## src/rtl/npc_branch_resolve.sv

```systemverilog
// npc_branch_resolve: execute-side branch resolution and predictor training.
// Fetch-time predictions are queued in order; each execute-side resolution is
// checked against the queue head. The block produces the registered training
// and redirect pulses for the next-PC predictor. After a mispredict it enters
// a short recovery window in which wrong-path traffic is dropped.
module npc_branch_resolve #(
   parameter int DEPTH          = 4,
   parameter int DEPTH_W        = 2,
   parameter int RECOVER_CYCLES = 2
) (
   input  logic                 clk_i,
   input  logic                 rst_ni,
   input  logic                 flush_i,
   input  logic                 pred_valid_i,
   output logic                 pred_ready_o,
   input  logic [31:0]          pred_pc_i,
   input  logic                 pred_taken_i,
   input  logic [31:0]          pred_target_i,
   input  logic                 res_valid_i,
   input  logic [31:0]          res_pc_i,
   input  logic                 res_taken_i,
   input  logic [31:0]          res_target_i,
   input  logic                 res_is_cond_i,
   input  logic                 res_is_call_i,
   input  logic                 res_is_ret_i,
   input  logic                 res_is_jmp_i,
   output logic                 branch_request_o,
   output logic                 branch_is_taken_o,
   output logic                 branch_is_not_taken_o,
   output logic [31:0]          branch_source_o,
   output logic [31:0]          branch_pc_o,
   output logic                 branch_is_call_o,
   output logic                 branch_is_ret_o,
   output logic                 branch_is_jmp_o,
   output logic [DEPTH_W:0]     fifo_level_o,
   output logic [15:0]          mispredict_cnt_o
);

   localparam int RCW = $clog2(RECOVER_CYCLES + 1);
   localparam logic [DEPTH_W:0] LVL_FULL = (DEPTH_W+1)'(DEPTH);

   typedef enum logic {S_IDLE, S_RECOVER} state_t;

   // Saturating increment for the mispredict counter.
   function automatic logic [15:0] sat_inc16(input logic [15:0] v);
      return (v == 16'hFFFF) ? v : v + 16'd1;
   endfunction

   // Fall-through PC of a resolved instruction; wraps modulo 2^32.
   function automatic logic [31:0] next_seq_pc(input logic [31:0] pc);
      return pc + 32'd4;
   endfunction

   state_t               state_q, state_d;
   logic [RCW-1:0]       rcnt_q, rcnt_d;

   logic [31:0]          pc_mem   [DEPTH];
   logic                 tkn_mem  [DEPTH];
   logic [31:0]          tgt_mem  [DEPTH];
   logic [DEPTH_W-1:0]   wr_ptr_q, rd_ptr_q;
   logic [DEPTH_W:0]     level_q;
   logic [15:0]          mispredict_cnt_q;

   logic                 res_en_p0;
   logic                 head_match_p0;
   logic                 mispredict_p0;
   logic                 push_p0;
   logic                 pop_p0;

   // Output decode of the FSM: fetch handshake and resolution enable.
   always_comb begin
      pred_ready_o = rst_ni && (state_q == S_IDLE) && (level_q < LVL_FULL);
      res_en_p0    = res_valid_i && (state_q == S_IDLE) && !flush_i;
   end

   // Stage p0: head comparison, mispredict detection, FIFO handshakes.
   always_comb begin
      head_match_p0 = (level_q != '0) && (pc_mem[rd_ptr_q] == res_pc_i);
      mispredict_p0 = 1'b0;
      if (res_en_p0) begin
         if (head_match_p0)
            mispredict_p0 = (tkn_mem[rd_ptr_q] != res_taken_i) ||
                            (res_taken_i && (tgt_mem[rd_ptr_q] != res_target_i));
         else
            mispredict_p0 = res_taken_i;
      end
      pop_p0  = res_en_p0 && head_match_p0;
      push_p0 = pred_valid_i && pred_ready_o && !flush_i;
   end

   // Next-state logic: flush wins, then mispredict, then recovery countdown.
   always_comb begin
      state_d = state_q;
      rcnt_d  = rcnt_q;
      if (flush_i) begin
         state_d = S_IDLE;
         rcnt_d  = '0;
      end else if (mispredict_p0) begin
         state_d = S_RECOVER;
         rcnt_d  = RCW'(RECOVER_CYCLES);
      end else if (state_q == S_RECOVER) begin
         if (rcnt_q <= RCW'(1)) begin
            state_d = S_IDLE;
            rcnt_d  = '0;
         end else begin
            rcnt_d  = rcnt_q - RCW'(1);
         end
      end
   end

   // State register with recovery counter.
   always_ff @(posedge clk_i) begin
      if (!rst_ni) begin
         state_q <= S_IDLE;
         rcnt_q  <= '0;
      end else begin
         state_q <= state_d;
         rcnt_q  <= rcnt_d;
      end
   end

   // FIFO pointers and occupancy; flush or mispredict empties the queue.
   always_ff @(posedge clk_i) begin
      if (!rst_ni) begin
         wr_ptr_q <= '0;
         rd_ptr_q <= '0;
         level_q  <= '0;
      end else if (flush_i || mispredict_p0) begin
         wr_ptr_q <= '0;
         rd_ptr_q <= '0;
         level_q  <= '0;
      end else begin
         if (push_p0) wr_ptr_q <= wr_ptr_q + DEPTH_W'(1);
         if (pop_p0)  rd_ptr_q <= rd_ptr_q + DEPTH_W'(1);
         case ({push_p0, pop_p0})
            2'b10:   level_q <= level_q + (DEPTH_W+1)'(1);
            2'b01:   level_q <= level_q - (DEPTH_W+1)'(1);
            default: level_q <= level_q;
         endcase
      end
   end

   // FIFO storage; contents are only meaningful below the occupancy level.
   always_ff @(posedge clk_i) begin
      if (push_p0) begin
         pc_mem[wr_ptr_q]  <= pred_pc_i;
         tkn_mem[wr_ptr_q] <= pred_taken_i;
         tgt_mem[wr_ptr_q] <= pred_target_i;
      end
   end

   // Stage p1: registered training/redirect outputs and mispredict count.
   always_ff @(posedge clk_i) begin
      if (!rst_ni) begin
         branch_request_o      <= 1'b0;
         branch_is_taken_o     <= 1'b0;
         branch_is_not_taken_o <= 1'b0;
         branch_source_o       <= '0;
         branch_pc_o           <= '0;
         branch_is_call_o      <= 1'b0;
         branch_is_ret_o       <= 1'b0;
         branch_is_jmp_o       <= 1'b0;
         mispredict_cnt_q      <= '0;
      end else begin
         branch_request_o      <= mispredict_p0;
         branch_is_taken_o     <= res_en_p0 && res_taken_i;
         branch_is_not_taken_o <= res_en_p0 && res_is_cond_i && !res_taken_i;
         if (res_en_p0) begin
            branch_source_o  <= res_pc_i;
            branch_pc_o      <= res_taken_i ? res_target_i : next_seq_pc(res_pc_i);
            branch_is_call_o <= res_is_call_i;
            branch_is_ret_o  <= res_is_ret_i;
            branch_is_jmp_o  <= res_is_jmp_i;
         end
         if (mispredict_p0)
            mispredict_cnt_q <= sat_inc16(mispredict_cnt_q);
      end
   end

   assign fifo_level_o     = level_q;
   assign mispredict_cnt_o = mispredict_cnt_q;

endmodule

```

## config.mk

```make
export PLATFORM = sky130hd
export DESIGN_NAME = npc_branch_resolve
export DESIGN_NICKNAME = d
export VERILOG_FILES = /design/src/rtl/npc_branch_resolve.sv
export SDC_FILE = /design/constraint.sdc
export NUM_CORES = 1
export LEC_CHECK = 0
export BUFFER_PORTS_ARGS = -buffer_cell sky130_fd_sc_hd__buf_4
export CAP_MARGIN = 20
export CORE_MARGIN = 2
export CORE_UTILIZATION = 42
export CTS_BUF_LIST = sky130_fd_sc_hd__clkbuf_16
export DETAILED_ROUTE_END_ITERATION = 12
export SYNTH_ARGS = -nofsm -noshare
export SYNTH_HDL_FRONTEND = slang
export SYNTH_SLANG_ARGS = --single-unit
```

## constraint.sdc

```tcl
create_clock -name clk_i -period 8.1 [get_ports clk_i]
set_input_delay 1.62 -clock clk_i [delete_from_list [all_inputs] [get_ports clk_i]]
set_output_delay 1.62 -clock clk_i [all_outputs]
set_load 0.005 [all_outputs]
```

== After elaboration in Yosys (flattened, before gate mapping) ==
Memories as Yosys holds them, arrays and structs flattened. A register that Yosys moved wholly into a read port is not among the register bits.
Cells that the tools add are included.

* Bitwise logic cells: 3
* Magnitude comparators: 2
* Equality and inequality tests: 6
* Add/sub/neg operators: 7
* Shift-type cells: 0
* Reductions and logical operators: 23
* Divide/modulo/power cells: 0
* $mul: 0
* Mux-type cells: 18

{| class="wikitable"
|+ Operators with widths
! kind !! number
|-
| $add 32x3->32 const B || 1
|-
| $eq 32x32->1 || 1
|-
| $mux 32 || 1
|-
| $ne 32x32->1 || 1
|-
| $mux 2 || 9
|-
| $add 16x1->16 const B || 1
|-
| $eq 16x16->1 const B || 1
|-
| $logic_and 1x1->1 || 12
|-
| $mux 1 || 7
|-
| $pmux 3 s2 || 1
|-
| $add 2x1->2 const B || 2
|-
| $reduce_bool 2->1 || 2
|-
| $reduce_or 2->1 || 2
|-
| $add 3x1->3 const B || 1
|-
| $lt 3x3->1 const B || 1
|-
| $not 1->1 || 3
|-
| $reduce_bool 3->1 || 1
|-
| $reduce_or 3->1 || 1
|-
| $sub 3x1->3 const B || 1
|-
| $eq 2x1->1 const B || 1
|-
| $eq 2x2->1 const B || 1
|-
| $le 2x1->1 const B || 1
|-
| $logic_not 1->1 || 2
|-
| $logic_or 1x1->1 || 2
|-
| 3 further kinds || 3
|}

* ROM bits: 0
* Bits in latches: 0
* Logic and storage cells: 77
* RAM bits: 260
* Bits in registers: 96
* Output and inout bits: 90
* Memories kept: 3
* Bits of input ports: 139

{| class="wikitable"
|+ Memories
! memory !! depth !! bits a word !! rd ports !! clocked after memory_dff !! wr ports !! line !! RTL
|-
| pc_mem || 4 || 32 || 1 || 1 || 1 || 57 || <nowiki>logic [31:0] pc_mem [DEPTH];</nowiki>
|-
| tgt_mem || 4 || 32 || 1 || 1 || 1 || 59 || <nowiki>logic [31:0] tgt_mem [DEPTH];</nowiki>
|-
| tkn_mem || 4 || 1 || 1 || 1 || 1 || 58 || <nowiki>logic tkn_mem [DEPTH];</nowiki>
|}

== Longest topological paths before layout ==
* Word-level depth: 8
* Mapped depth: 17
* Mapped depth without buffers: 13

== Worst setup path after synthesis ==
Ideal clock, no wire load.

* Path type: input to register
* Start: input rst_ni
* End: memory pc_mem[0][0] (enable)
* Stages: 5
* Slack: 3.841 ns
* Library setup time: 0.430 ns
* Data required time: 7.670 ns
* Arrival: 3.829 ns
* Buffers on the path: 1
* Path through: inv_1 -> nor3_1 -> and3b_1 -> clkbuf_1 -> and2_1

* Cells in the longest elaborated chain, start to end: 6

{| class="wikitable"
|+ RTL lines
! what !! line !! RTL
|-
| from (decl) || 12 || <nowiki>input logic rst_ni,</nowiki>
|-
| $logic_and 1x1->1 (2 in a row) || 72 || <nowiki>pred_ready_o = rst_ni && (state_q == S_IDLE) && (level_q < LVL_FULL);</nowiki>
|-
| via pred_ready_o || 15 || <nowiki>output logic pred_ready_o,</nowiki>
|-
| $logic_and 1x1->1 (2 in a row) || 88 || <nowiki>push_p0 = pred_valid_i && pred_ready_o && !flush_i;</nowiki>
|-
| $mux 1 || 145 || <nowiki>if (push_p0) begin</nowiki>
|-
| $mux 1 (implied by the code) || 146 || <nowiki>pc_mem[wr_ptr_q] <= pred_pc_i;</nowiki>
|-
| to (decl) || 57 ||
|}

The timed path passes the listed nets, and every way through them passes these cells.

==> results.md <==
- Commonest non-fill, non-tap cells in the layout: edfxtp_1, buf_4, nand2_1, dfxtp_1, xnor2_1
- Number of H-tree levels: 2
- Detail-routed net length per standard cell: 23.0 um
- Unrepaired setup endpoints after global routing: false
- CTS clock-pin slew for the worst setup and hold paths: 0.06 ns
- Num ports: 229
- Crit Path Category: flip-flop to flip-flop
- Gates resized, CTS repair: 0
- Critical path fanouts, max: 49
- Number of max-cap violations: 0
- Final Net Count: 1,484
- Post-layout minimum cycle time: around 5 ns
- Pre-antenna DRT Iters: 5
- Number of filler instances in the final layout: a little over 3,000
- Setup WS post-layout: 3.05 ns
- Tot Pwr: roughly 4000 uW
- Detailed placer's ending HPWL: a little under 30,000 um
- Placeable Area: approximately 0.036 sq mm
- Initial antenna violation count: 1
- Slew at the pin with the worst max-slew slack: 1.03 ns
- # port buffers: between 200 and 250
- Clock buffer count from CTS: 39
- Combined global-route utilization of all metal layers: 0.221
- Die Y: about 190 um
- Synthesized Nets: approximately 1,300
- Static power due to leakage: between 0.006 and 0.007 uW
- Total congestion overflow: 0
- Iteration-0 DRC count of the detailed router: 635
- Routed via count: slightly below 10,000
- HP Class: flip-flop to flip-flop
- Top cells by area, synth: edfxtp_1, dfxtp_1, mux4_2, xnor2_1, nand2_1
- Number of flops mapped to enable cells by yosys: 260
- Outcome: complete, no violations
- Library cells used by synthesis: between 60 and 70
- First-pass GRT wire length: 62,300 um
- Area of the die: 0.0377 sq mm
- Data arrival, critical path: roughly 5.5 ns
- Die outline width: 194 um
- Register area share after synthesis: 0.643
- Syn avg cell area: roughly 14 sq um
- # placed instances: ~1,800
- Power Density: 215 mW/mm^2
- CTS tree: built
- Int Pwr: approximately 3100 uW
- Cell area after synthesis: 0.0152 sq mm
- Routability cong.: roughly 0.8
- Total clock sinks: between 300 and 400
- Required time of the critical path: 8.55 ns
- Num rows: slightly below 70
- Proportion of register bits with asynchronous set or reset after synthesis: 0
- Clock root buffer: clkbuf_16
- Switching share of power: 0.218
- Post-synth top area cell: edfxtp_1
- Post-CTS Setup Bufs: 0
- Setup TNS after final layout: 0 ns
- Placement-stage worst setup slack: about 3.0 ns
- Prevailing post-synth register cell: edfxtp_1
- Hold Violations, Final: 0
- Fraction of synthesized cell area taken by the top area cell type: 0.514
- Minimum hold slack: ~0.45 ns
- Ratio of cells with drive above 1 in the final layout: 0.257
- Peak supply drop: about 150 uV
- Worst rel slew slack: 0.316
- Clock network power share: 0.429
- Maximum operating frequency: slightly below 0.2 GHz
- Pin count of the biggest net entering global routing: between 80 and 90
- Gate count after technology mapping: 1,121
- Wire length reported by the detailed router: 42,000 um
- Critical path startpoint category: flip-flop
- Sequential share of power: 0.504
- Number of synthesized register bits: 358
- Number of global-route vias before repair: between 9,000 and 10,000
- Total net switching power: approximately 870 uW
- DRC violation count after routing: 0
- Count of final max-slew check failures: 0
- Clock Latency Late Sink: about 0.53 ns
- Count of hold-fix buffers inserted at cts: 0
- Max Clock Skew: ~0.01 ns
- Part of the power in combinational logic: 0.067
- Detail Route Antenna Nets: 0
- Area added between synthesis and finish: 21.7%
- Starting density of the core: 0.427
- Most common cell after layout, fill and taps aside: edfxtp_1
- Endpoint class of the critical path: flip-flop
- Number of cells in the finished layout apart from fillers: ~1,800
- Synthesis warning total: 0
- Via density: approximately 5.3
- Final setup fails: 0
- Max clock buf depth: 3
- Share of the clock period used by the worst path after layout: 0.624
[power groups by stage]
stage / clock network, uW / logic, uW / registers, uW
2_1_floorplan: 0 / 108 / 2040
4_1_cts: 1740 / 269 / 2010
6_report: 1710 / 266 / 2010
3_5_place_dp: 0 / 268 / 2040
3_3_place_gp: 0 / 266 / 2040
5_1_grt: 1810 / 289 / 2010
[path summary, 6_finish.rpt]
kind / startpoint / end / slack (ns) / cells past startpoint
hold / removal: branch_pc_o[4]$_SDFFE_PN0P_ / branch_pc_o[4]$_SDFFE_PN0P_ / 0.45 / 2
hold reg to reg: branch_pc_o[4]$_SDFFE_PN0P_ / branch_pc_o[4]$_SDFFE_PN0P_ / 0.45 / 2
setup / recovery: flip-flop / flip-flop / 3.05 / 10
setup reg to reg: flip-flop / flip-flop / 3.05 / 10
[worst max-delay path, stage by stage (launching register included)]
cell       delay (ns)
dfxtp_4          0.84
buf_4            0.68
mux4_2           0.42
xnor2_1          0.17
o311ai_0         0.16
a2111oi_0        0.82
nand4_1          0.24
mux2i_2          0.79
nor2_1           0.19
or2_2            0.45
nor2_1           0.16
[cell type report]
class / instances / area, sq um / share of cell area
flip-flops and latches: 358 / 9780 / 0.529
multi-input cells: 687 / 5060 / 0.274
repair buffers: 238 / 1790 / 0.0967
clock buffers: 41 / 1030 / 0.0555
well taps: 461 / 577 / 0.0312
clock inverters: 30 / 199 / 0.0108
inverters: 13 / 48.8 / 0.00264
diodes: 1 / 2.50 / 0.000135
[registers in the layout, indices dropped and copies added (netlist names), 2 cells and up, named ones only]
register and count:
fifo_level_o 3, rd_ptr_q 2, rcnt_q 2, pc_mem 128
tgt_mem 128, branch_pc_o 32, branch_source_o 32, wr_ptr_q 2
tkn_mem 4, mispredict_cnt_o 16
[synthesized netlist by cell type (2+ instances only)]
master / n
buf_6: 4
o22ai_1: 3
nor2b_1: 4
clkbuf_1: 39
and2_1: 8
a21boi_0: 2
a21oi_1: 73
mux2_2: 5
o41ai_1: 2
o21ai_0: 28
a211oi_1: 5
buf_2: 9
nand2_1: 172
xor2_1: 31
nor4_1: 3
mux4_2: 44
nor2_1: 45
and2_0: 2
buf_4: 5
and3_1: 13
nand4_1: 24
inv_1: 13
buf_1: 5
nand3_1: 19
o31ai_1: 4
ha_1: 7
mux4_1: 4
xnor2_1: 74
and4_1: 6
o211ai_1: 3
or2_2: 2
nor3_1: 8
a22oi_1: 2
o2bb2ai_1: 3
dfxtp_1: 98
nand2b_1: 14
edfxtp_1: 260
a21o_1: 2
or4_1: 3
o2111ai_1: 2
mux2i_1: 50
[layer usage]
metal	up-vias	routed length [um]	track usage
li1	4557	-	-
met1	4791	18000	0.296
met2	289	20200	0.357
met3	60	2490	0.0487
met4	0	1300	0.0744
met5	-	0	0
[logic make-up (layout without fill, tap and decap cells)]
kind of cell	after synthesis	after routing	share of synthesized area
buffers and inverters	76	322	0.0238
adders and majority gates	8	8	0.00709
xor gates and xnor gates	105	105	0.0606
other	0	1	0
and+or+nand+nor	334	334	0.104
muxes	104	104	0.110
DFF	358	358	0.643
AOI/OAI and AO/OA	136	136	0.0516
[through the flow]
stage | cell area, sq um | util
floorplan | 15200 | -
global placement | 17300 | 0.485
detailed placement | 17300 | 0.485
CTS | 18500 | 0.519
global route | 18500 | 0.520
finish | 18500 | 0.520
Note: power is estimated with default switching activity, not from simulation.
